File: config.mk
export PLATFORM = sky130hd
export DESIGN_NAME = controle_elevador
export DESIGN_NICKNAME = d
export VERILOG_FILES = /design/src/rtl/controle_elevador.sv
export SDC_FILE = /design/constraint.sdc
export NUM_CORES = 1
export LEC_CHECK = 0
export CAP_MARGIN = 5
export CORE_MARGIN = 5
export CORE_UTILIZATION = 56
export DETAILED_ROUTE_END_ITERATION = 6
export GPL_TIMING_DRIVEN = 1
export PLACE_DENSITY = 0.86
export SYNTH_ARGS = -nofsm -noshare
export SYNTH_HDL_FRONTEND = slang
export SYNTH_SLANG_ARGS = --single-unit
export TNS_END_PERCENT = 5
File: constraint.sdc
create_clock -name clk -period 2.8 [get_ports clk]
set_clock_uncertainty 0.2 [all_clocks]
set_input_delay 0.42 -clock clk [delete_from_list [all_inputs] [get_ports clk]]
set_output_delay 0.42 -clock clk [all_outputs]
set_load 0.03 [all_outputs]
File: src/rtl/controle_elevador.sv
// controle_elevador
//   Sequencing controller for a 3-floor elevator (terreo=0, primeiro=1, segundo=2).
//   Cabin and landing calls are merged into one pending vector. The current
//   direction is served to completion before turning around (SCAN). The block
//   drives the motor and the door and tracks the current floor.
//
// Parameters
//   TRAVEL_CYCLES  clocks to move one floor (>=1)
//   DOOR_CYCLES    clocks the door stays open per stop (>=1)
//
// Ports
//   clk         system clock, rising edge
//   rst_n       asynchronous reset, active low
//   call_in     cabin calls, bit f = floor f, level sampled every cycle
//   call_out    landing calls, bit f = floor f, level sampled every cycle
//   andar       current floor code {A1,A0}: 00, 01, 10
//   motor_up    cabin moving up
//   motor_down  cabin moving down
//   door_open   door open at andar
//   pending     latched calls not yet served
module controle_elevador #(
    parameter int TRAVEL_CYCLES = 4,
    parameter int DOOR_CYCLES   = 3
) (
    input  logic       clk,
    input  logic       rst_n,
    input  logic [2:0] call_in,
    input  logic [2:0] call_out,
    output logic [1:0] andar,
    output logic       motor_up,
    output logic       motor_down,
    output logic       door_open,
    output logic [2:0] pending
);

    localparam int MAXC = (TRAVEL_CYCLES > DOOR_CYCLES) ? TRAVEL_CYCLES : DOOR_CYCLES;
    localparam int TW   = $clog2(MAXC + 1);

    localparam logic [TW-1:0] TRAVEL_LOAD = TW'(TRAVEL_CYCLES - 1);
    localparam logic [TW-1:0] DOOR_LOAD   = TW'(DOOR_CYCLES - 1);
    localparam logic [TW-1:0] ONE         = TW'(1);

    localparam logic DIR_UP   = 1'b1;
    localparam logic DIR_DOWN = 1'b0;

    typedef enum logic [1:0] {
        IDLE      = 2'd0,
        MOVE_UP   = 2'd1,
        MOVE_DOWN = 2'd2,
        DOOR_OPEN = 2'd3
    } state_t;

    state_t        state, state_nx;
    logic          dir, dir_nx;
    logic [TW-1:0] timer, timer_nx;
    logic [1:0]    andar_nx;
    logic [2:0]    pending_nx;

    logic [2:0]    req;
    logic [3:0]    req_x;        // req padded so a 2-bit floor code always indexes in range
    logic          hit_here;
    logic          calls_above;
    logic          calls_below;
    logic [1:0]    floor_up;
    logic [1:0]    floor_dn;

    // Every decision this cycle sees the latched calls plus the live inputs,
    // so a call arriving on the timer==0 cycle still stops the cabin.
    assign req      = pending | call_in | call_out;
    assign req_x    = {1'b0, req};
    assign hit_here = req_x[andar];
    assign floor_up = andar + 2'd1;
    assign floor_dn = andar - 2'd1;

    assign calls_above = (andar == 2'd0) ? (req[1] | req[2]) :
                         (andar == 2'd1) ? req[2] : 1'b0;
    assign calls_below = (andar == 2'd2) ? (req[1] | req[0]) :
                         (andar == 2'd1) ? req[0] : 1'b0;

    always_comb begin
        state_nx = state;
        dir_nx   = dir;
        timer_nx = timer;
        andar_nx = andar;

        case (state)
            IDLE: begin
                if (hit_here) begin
                    state_nx = DOOR_OPEN;
                    timer_nx = DOOR_LOAD;
                end else if ((dir == DIR_UP) ? calls_above : calls_below) begin
                    state_nx = (dir == DIR_UP) ? MOVE_UP : MOVE_DOWN;
                    timer_nx = TRAVEL_LOAD;
                end else if ((dir == DIR_UP) ? calls_below : calls_above) begin
                    dir_nx   = ~dir;
                    state_nx = (dir == DIR_UP) ? MOVE_DOWN : MOVE_UP;
                    timer_nx = TRAVEL_LOAD;
                end
            end

            MOVE_UP: begin
                if (timer != '0) begin
                    timer_nx = timer - ONE;
                end else begin
                    andar_nx = floor_up;
                    if (floor_up == 2'd2) dir_nx = DIR_DOWN;
                    if (req_x[floor_up]) begin
                        state_nx = DOOR_OPEN;
                        timer_nx = DOOR_LOAD;
                    end else if (floor_up == 2'd1 && req[2]) begin
                        timer_nx = TRAVEL_LOAD;
                    end else begin
                        state_nx = IDLE;
                        timer_nx = '0;
                    end
                end
            end

            MOVE_DOWN: begin
                if (timer != '0) begin
                    timer_nx = timer - ONE;
                end else begin
                    andar_nx = floor_dn;
                    if (floor_dn == 2'd0) dir_nx = DIR_UP;
                    if (req_x[floor_dn]) begin
                        state_nx = DOOR_OPEN;
                        timer_nx = DOOR_LOAD;
                    end else if (floor_dn == 2'd1 && req[0]) begin
                        timer_nx = TRAVEL_LOAD;
                    end else begin
                        state_nx = IDLE;
                        timer_nx = '0;
                    end
                end
            end

            DOOR_OPEN: begin
                // A fresh call for this floor holds the door for a full period.
                if (hit_here) begin
                    timer_nx = DOOR_LOAD;
                end else if (timer == '0) begin
                    state_nx = IDLE;
                end else begin
                    timer_nx = timer - ONE;
                end
            end

            default: begin
                state_nx = IDLE;
                timer_nx = '0;
            end
        endcase

        // Calls for the floor where the door is (or is about to be) open are absorbed.
        pending_nx = req;
        if (state_nx == DOOR_OPEN) pending_nx = req & ~(3'b001 << andar_nx);
    end

    always_ff @(posedge clk or negedge rst_n) begin
        if (!rst_n) begin
            state      <= IDLE;
            dir        <= DIR_UP;
            timer      <= '0;
            andar      <= 2'd0;
            pending    <= 3'b000;
            motor_up   <= 1'b0;
            motor_down <= 1'b0;
            door_open  <= 1'b0;
        end else begin
            state      <= state_nx;
            dir        <= dir_nx;
            timer      <= timer_nx;
            andar      <= andar_nx;
            pending    <= pending_nx;
            motor_up   <= (state_nx == MOVE_UP);
            motor_down <= (state_nx == MOVE_DOWN);
            door_open  <= (state_nx == DOOR_OPEN);
        end
    end

endmodule

==> run_results.csv, run 1 <==
group,metric,value,unit
timing,timing.fmax,415,MHz
logic_synthesis,muxShareOfSynthArea,1.47,%
clock_network,cts_tree,"yes",
timing,period_share,86.1,%
clock_network,numCtsBuffers,3,
run,cap_violations,0,
clock_network,cts-resized-gates,0,
global_routing,grt_start_max_net_pins,15,
clock_network,cts.path.max_buffers,2,
setup_path,arrival,2400,ps
cells_and_area,insertedDiodeCount,0,
setup_path,crit_path_start,"andar[1]",
timing,slew_headroom,53.6,%
place,gp_congestion,0.878,
logic_synthesis,synth_compound_area_share,33.1,%
logic_synthesis,synth-seq-cells,14,
timing,setup_viol,0,
clock_network,postCtsSetupBuffers,0,
detailed_routing,first_pass_iters,4,
timing,fin_crit,2410,ps
die,initial_core_util,58.6,%
clock_network,cts_max_level,1,
setup_path,ff2ff_path_depth,6,
cells_and_area,drive_gt1_share,16.8,%
global_routing,overflow,0,
die,io_pins,16,
clock_network,clk_latency,290,ps
cells_and_area,synthToLayoutAreaGrowth,14.2,%
hold_path,hold_path_class,"reg2reg",
timing,tns,0,ps
timing,finalHoldViolCount,0,
setup_path,start_kind,"register",
logic_synthesis,yosysWarnings,0,
detailed_routing,vias,1349,
global_routing,antenna_found_initial,0,
timing,rsz0062_at_grt,"false",
logic_synthesis,synth_nets,172,
die,die_width,60.9,um
logic_synthesis,synth-edff-count,0,
die,die_y,60.9,um
clock_network,clkSlewWorstSetupHoldPaths,80,ps
die,dieArea,3710,sq um
logic_synthesis,ys_types,54,
detailed_routing,avgViaCountPerCell,6.85,
setup_path,crit_end,"pending[2]",
logic_synthesis,synth_area_per_cell,9.68,sq um
logic_synthesis,synth_top_area_share,22.4,%
run_status,outcome,"completed",
logic_synthesis,syn-cell-area,1450,sq um
logic_synthesis,synth-async-reset-ratio,100,%
setup_path,r2r_start,"andar[1]",
setup_path,crit_fanout,8,
timing,worst_pin_slew,694,ps
logic_synthesis,ys.flop_type,"dfrtp_1",
clock_network,root_buffer,"clkbuf_4",
logic_synthesis,yosys.area_share.simple,22.9,%
global_routing,grt_pass1_vias,1310,
detailed_routing,first_iter_violations,58,
logic_synthesis,synth.largest_area_cell,"dfrtp_1",
setup_path,cp-end-kind,"register",
global_routing,track_usage,22.5,%
cells_and_area,layout.nets,190,
detailed_routing,ant_nets,0,
setup_path,timing.rr.end,"pending[2]",
hold_path,worstHoldPathCells,2,
logic_synthesis,synthCells,150,
pwr,power_density,1200,nW/um^2
clock_network,hold_buffers,0,
global_routing,grt_pass1_wl,6190,um
die,core_area,2480,sq um
logic_synthesis,synthXorXnorAreaFrac,0,%
detailed_routing,drc,0,
logic_synthesis,synth_top_family_by_area,"compound AO/OA/AOI/OAI gates",
logic_synthesis,synthAdderAreaFrac,12.1,%
setup_path,cp_data_required_time,2790,ps
place,numPortBuffers,15,
die,rows,18,
place,hpwlAfterDp,2830,um
detailed_routing,wl,3590,um
timing,holdWs,330,ps
pwr,peakVddDrop,848,uV
logic_synthesis,seq_area_frac_synth,24.2,%
setup_path,rrSetupSlack,390,ps
setup_path,crit_type,"reg2reg",
detailed_routing,wl_per_cell,18.2,um
pwr,leakagePower,0.627,nW
clock_network,clock_sinks,14,
timing,slew_viol_final,0,
logic_synthesis,synth_area_leaders,"dfrtp_1, ha_1, nor3_4",
==> cell families after synthesis <==
group                      Yosys count
buffers and inverters               20
muxes                                2
adders and majority gates           14
AOI/OAI and AO/OA                   57
DFF                                 14
and+or+nand+nor                     43
==> synthesized netlist by cell type (2+ instances only) <==
cell,instances
dfrtp_1,13
nor3_1,6
a31oi_1,2
o22ai_1,2
clkbuf_1,4
inv_1,13
nor4_4,2
nand3_1,2
a211o_2,2
nor3_4,4
o21ai_0,7
a22oi_1,2
o31ai_1,6
nand2_1,4
ha_1,14
and2_1,2
a221oi_1,2
a32oi_1,6
o21bai_1,2
a41oi_1,3
nor2_1,3
nand2b_1,3
buf_6,2
nor2b_1,4
a21oi_1,5
o211ai_1,2
o311ai_1,2
nor4_1,5
==> sequential cells by signal, summed over array words and instances, names as in the netlist <==
register	count
door_open	1
pending	3
andar	2
timer	3
dir	1
state	2
motor_up	1
motor_down	1
==> layout make-up <==
cell class,instances,area (sq um)
multi-input combinational,116,1010
fill,214,820
sequential,14,352
timing repair buffer,19,180
inverter,14,52.6
tap,30,37.5
clock buffer,4,26.3
==> per-stage QoR <==
| step | area [sq um] | cells | setup WS [ps] | util, % | total power [mW] |
|---|---|---|---|---|---|
| 2_1_floorplan | 1450 | 150 | 149 | - | 1.46 |
| 3_3_place_gp | 1630 | 193 | 191 | 65.9 | 1.79 |
| 3_5_place_dp | 1630 | 193 | 129 | 65.9 | 1.84 |
| 4_1_cts | 1660 | 197 | 390 | 66.9 | 1.97 |
| 5_1_grt | 1660 | 197 | 254 | 66.9 | 2.14 |
| 6_report | 1660 | 197 | 390 | 66.9 | 1.99 |
==> report_power, final <==
part	internal (mW)	total [mW]	switching, mW	leakage [nW]
registers	0.298	0.392	0.0938	0.165
logic	0.579	1.47	0.895	0.446
clock network	0.0554	0.124	0.0683	0.0150
total	0.933	1.99	1.06	0.627
==> metal layers <==
metal	routed length (um)	vias up	GRT usage, %
met5	0	-	0
met4	47	0	8.36
met3	189	5	2.13
met2	1780	43	36.8
met1	1580	670	30.7
li1	-	631	-
==> worst max-delay path, cell delays in order (launching register included) <==
cell      delay [ps]
dfrtp_1          350
inv_1            110
ha_1             450
mux2_2           390
a311oi_4         400
o21ai_2          140
a41oi_1          270
==> cell usage in the layout, fill, tap and decap left out, types with 4 or more instances in the layout <==
master,n
a21oi_1,5
nor3_4,4
nor4_1,5
o31ai_1,6
ha_1,14
nor2b_1,4
o21ai_0,7
a32oi_1,6
clkdlybuf4s50_1,15
nand2_1,4
buf_4,4
dfrtp_1,13
nor3_1,6
inv_1,13
==> how the worst min path moves through the flow <==
stage          start  endpoint
2_1_floorplan  rst_n  andar[0]
3_3_place_gp     dir       dir
3_5_place_dp     dir       dir
4_1_cts          dir       dir
5_1_grt          dir       dir
6_report         dir       dir
Note: power is estimated with default switching activity, not from simulation.
==> run 2, diff against run 1 <==
- CORE_UTILIZATION: 56 -> 40
- PLACE_DENSITY: 0.86 -> 0.67
==> run 2 against run 1 <==
  * Cell count up 8.1%
  * Register-to-register slack better by 40 ps
  * Critical path depth unchanged
  * Critical path type unchanged
  * Critical endpoint unchanged
  * Sequential share of layout area down 0.25 points
  * Largest cell class unchanged
  * Non-clock buffer count unchanged
  * Setup slack better by 35 ps
==> run_results.csv, run 2 (synthesis results as in run 1) <==
group,metric,value,unit
run_status,outcome,"completed",
timing,tns,0,ps
cells_and_area,design_area,1680,sq um
clock_network,cts-resized-gates,0,
cells_and_area,fin_util,49.1,%
cells_and_area,layout_commonest_cell,"clkdlybuf4s50_1",
global_routing,grt_pass1_wl,6100,um
setup_path,critPathMaxStageDelay,450,ps
timing,slew_viol_final,0,
timing,rsz0062_at_grt,"false",
detailed_routing,ant_nets,0,
setup_path,crit_type,"reg2reg",
die,initial_core_util,42.5,%
global_routing,met2_usage,23.6,%
clock_network,hold_buffers,0,
place,gp_congestion,0.872,
die,dieArea,4930,sq um
die,rows,21,
global_routing,track_usage,15.0,%
setup_path,crit_slowest_cell,"ha_1",
setup_path,crit_path_start,"andar[1]",
clock_network,cts.path.max_buffers,2,
clock_network,numCtsBuffers,3,
pwr,peakVddDrop,463,uV
setup_path,cp.buffers_inverters,1,
die,io_pins,16,
setup_path,worstPathCellList,"inv_1, ha_1, mux2_2, a311oi_4, o21ai_2, a41oi_1",
timing,finalHoldViolCount,0,
timing,worst_pin_slew,648,ps
hold_path,hold_path_class,"in2async",
setup_path,start_kind,"register",
place,numPortBuffers,15,
setup_path,cp_data_required_time,2790,ps
detailed_routing,wl_per_cell,17.3,um
setup_path,crit_fanout,8,
setup_path,r2r_start,"andar[1]",
detailed_routing,drc,0,
timing,period_share,84.8,%
pwr,p_total,1.98,mW
cells_and_area,mostFrequentLayoutCells,"clkdlybuf4s50_1, ha_1, inv_1, dfrtp_1, o21ai_0",
timing,setup_viol,0,
global_routing,antenna_found_initial,0,
clock_network,cts_tree,"yes",
timing,setup_slack,425,ps
run,cap_violations,0,
clock_network,cts_max_level,1,
clock_network,root_buffer,"clkbuf_4",
detailed_routing,vias,1364,
die,core_area,3420,sq um
setup_path,arrival,2360,ps
pwr,power_density,1180,nW/um^2
clock_network,clk_latency,280,ps
detailed_routing,first_pass_iters,4,
die,die_y,70.2,um
global_routing,grt_start_max_net_pins,15,
clock_network,clkSlewWorstSetupHoldPaths,90,ps
cells_and_area,drive_gt1_share,16.8,%
timing,slew_headroom,56.7,%
cells_and_area,top_regs,"pending (3), timer (3)",
clock_network,postCtsSetupBuffers,0,
clock_network,clock_sinks,14,
cells_and_area,layout.nets,190,
detailed_routing,avgViaCountPerCell,6.40,
global_routing,overflow,0,
global_routing,globalRouteMet3Util,2.44,%
place,hpwlAfterDp,2900,um
setup_path,crit_family,"compound AO/OA/AOI/OAI gates",
detailed_routing,first_iter_violations,183,
global_routing,grt_pass1_vias,1284,
timing,timing.fmax,421,MHz
place,place_area,1650,sq um
cells_and_area,synthToLayoutAreaGrowth,15.6,%
setup_path,cp-end-kind,"register",
place,place_ws,186,ps
die,die_width,70.2,um
detailed_routing,wl,3690,um
timing,fin_crit,2370,ps
cells_and_area,insertedDiodeCount,0,
global_routing,use_met1,20.8,%
pwr,leakagePower,0.627,nW
global_routing,grt_busiest_layer,"met2",
## run 2: cell counts in the layout (fill, tap and decap cells not counted)
Identical to the previous run, type by type.
## run 2: power by group
group | switching [mW] | total [mW] | leakage, nW | internal (mW)
combinational | 0.891 | 1.47 | 0.446 | 0.576
sequential | 0.0983 | 0.396 | 0.165 | 0.298
clock | 0.0648 | 0.120 | 0.0150 | 0.0554
total | 1.05 | 1.98 | 0.627 | 0.930
## run 2: final timing paths
check | end | slack (ps) | depth (start not counted)
hold reg to reg | dir | 330 | 2
max in group asynchronous | pending[0] | 1650 | 1
setup reg to reg | pending[2] | 430 | 6
min in group clk | dir | 330 | 2
setup / recovery | pending[2] | 430 | 6
hold / removal | state[0] | 330 | 1
## run 2: through the flow
step / hold slack, ps / cells
3_3_place_gp: 318 / 209
3_5_place_dp: 328 / 209
5_1_grt: 360 / 213
4_1_cts: 339 / 213
6_report: 329 / 213
2_1_floorplan: -75.6 / 150
## run 2: layer usage
layer / routed length [um] / share of wire, %
met1: 1510 / 41
met5: 0 / 0
met4: 61 / 1.7
met3: 347 / 9.4
met2: 1770 / 48
## run 2: area by class of cell
class	instances	area, sq um
clock buffers	4	26.3
fillers	333	1740
inverters	14	52.6
multi-input cells	116	1010
flip-flops and latches	14	352
well taps	46	57.6
repair buffers	19	180
==> run 3, diff against run 2 <==
- PLACE_DENSITY: 0.67 -> 0.69
- clock period: 2.8 -> 1.95 ns (I/O delays scaled with it)
==> run 3 against run 2 <==
  * The run now ends with negative setup slack left
  * Cell count rose by 24%
  * Routed wire length rose by 22%
  * Global-route usage rose by 3.9 points
  * Count of clock-buffer cells in the layout did not move
  * Design area rose by 30%
  * Die area did not move
  * Largest cell class unchanged
  * Largest power group unchanged
  * Highest routed layer unchanged
==> run_results.csv, run 3 (synthesis results as in run 1) <==
group,metric,value,unit
pwr,power_density,1730,nW/um^2
setup_path,crit_slowest_cell,"dfrtp_1",
cells_and_area,fill_cells,277,
detailed_routing,first_iter_violations,53,
cells_and_area,drive_gt1_share,45.9,%
setup_path,crit_fanout,4,
setup_path,crit_family,"compound AO/OA/AOI/OAI gates",
run,cap_violations,0,
setup_path,critPathMaxStageDelay,460,ps
setup_path,cp-end-kind,"register",
die,die_y,70.2,um
timing,worst_pin_slew,465,ps
pwr,leakagePower,0.914,nW
clock_network,cts_tree,"yes",
clock_network,clk_latency,290,ps
cells_and_area,synthToLayoutAreaGrowth,50.9,%
pwr,switching_share,47.7,%
timing,finalHoldViolCount,0,
clock_network,clock_sinks,14,
global_routing,grt_pass1_vias,1638,
timing,period_share,110,%
setup_path,crit_type,"reg2reg",
cells_and_area,top_regs,"pending (3), timer (3)",
timing,setup_slack,-205,ps
cells_and_area,insertedDiodeCount,0,
clock_network,root_buffer,"clkbuf_4",
timing,rsz0062_at_grt,"true",
detailed_routing,avgViaCountPerCell,5.78,
clock_network,clkSlewWorstSetupHoldPaths,90,ps
cells_and_area,mostFrequentLayoutCells,"buf_4, dfrtp_1, inv_1, ha_1, clkdlybuf4s50_1",
cells_and_area,design_area,2190,sq um
place,gp_congestion,0.875,
place,place_area,2010,sq um
hold_path,hold_path_class,"in2async",
global_routing,grt_pass1_wl,7600,um
timing,slew_viol_final,0,
run_status,violations,"negative setup slack",
timing,setup_viol,13,
die,core_area,3420,sq um
detailed_routing,wl,4510,um
die,dieArea,4930,sq um
detailed_routing,wl_per_cell,17.1,um
die,rows,21,
place,place_inst,253,
setup_path,arrival,2140,ps
place,hpwlAfterDp,3690,um
cells_and_area,layout_commonest_cell,"buf_4",
detailed_routing,vias,1525,
clock_network,cts_max_level,1,
setup_path,cp.buffers_inverters,1,
detailed_routing,drc,0,
cells_and_area,final_cells,264,
die,io_pins,16,
timing,slew_headroom,68.9,%
pwr,p_int,1.98,mW
pwr,p_comb_share,78.9,%
setup_path,start_kind,"register",
place,numPortBuffers,15,
cells_and_area,layout.nets,241,
timing,fin_crit,2150,ps
global_routing,overflow,0,
pwr,power.switching,1.81,mW
global_routing,grt_start_max_net_pins,15,
pwr,seqPwrFrac,15.4,%
clock_network,cts.path.max_buffers,2,
timing,timing.fmax,464,MHz
global_routing,antenna_found_initial,0,
run_status,outcome,"complete, but fails checks",
die,initial_core_util,42.5,%
global_routing,track_usage,19.0,%
timing,holdWs,108,ps
detailed_routing,first_pass_iters,4,
detailed_routing,ant_nets,0,
die,die_width,70.2,um
cells_and_area,fin_util,64.1,%
pwr,p_clk_share,5.7,%
setup_path,cp_data_required_time,1940,ps
setup_path,worstPathCellList,"ha_1, buf_4, nor3_1, o211ai_1, o31ai_1, a32oi_1, nor2b_1",
pwr,peakVddDrop,900,uV
clock_network,numCtsBuffers,3,
run 3: changes by cell type in the layout (fill, tap and decap cells not counted), sizes merged:
cell / change
buf: +52
clkdlybuf4s50: -6
dlygate4sd2: +4
dlymetal6s2s: +1
run 3: power by group through the flow:
stage          combinational, mW  clock [mW]  sequential, mW
6_report                    2.99       0.218           0.583
5_1_grt                     3.22       0.239           0.603
4_1_cts                     2.81       0.218           0.577
3_5_place_dp                2.72           0           0.579
3_3_place_gp                2.64           0           0.567
2_1_floorplan               1.50           0           0.673
run 3: layer usage:
metal  wire (um)  part of all wire, %  vias to the layer above  track usage [%]
met4          75                  1.7                        0             6.81
met5           0                    0                        -                0
met1        1940                   43                      731             21.7
li1            -                    -                      729                -
met2        2280                   51                       54             33.9
met3         212                  4.7                       11             4.59
run 3: area by class of cell:
class                           count  area [sq um]  area share [%]
Multi-Input combinational cell    116          1110            50.6
Timing Repair Buffer               70           571            26.1
Sequential cell                    14           354            16.2
Inverter                           14          62.6            2.86
Tap cell                           46          57.6            2.63
Clock buffer                        4          36.3            1.66
run 3: timing repair:
action	4_1_cts	5_1_grt
hold buffers	0	0
gates resized for setup	15	8
pin swaps	6	11
setup buffers	0	7
setup endpoints to repair	18	13
run 3: worst paths after layout:
kind                            depth (start not counted)  startpoint        to  slack [ps]
worst max-delay path                                    7    state[0]  motor_up        -200
worst min register to register                          2         dir       dir         370
max in group asynchronous                               2       rst_n       dir        1210
worst min-delay path                                    2       rst_n  timer[0]         110
min in group clk                                        2         dir       dir         370
worst max register to register                          7    state[0]  motor_up        -200
run 3: through the flow:
stage               setup TNS, ps  power, mW  setup slack [ps]
floorplan                   -3120       2.17              -384
global placement            -4390       3.21              -403
detailed placement          -5260       3.30              -509
CTS                         -1450       3.61              -185
global route                -2940       4.07              -335
finish                      -1830       3.79              -205
run 3: worst reg2reg max path, cell delays in order (launching register included):
cell      delay, ps
dfrtp_1         460
ha_1            260
buf_4           160
nor3_1          190
o211ai_1        170
o31ai_1         320
a32oi_1         130
nor2b_1         170
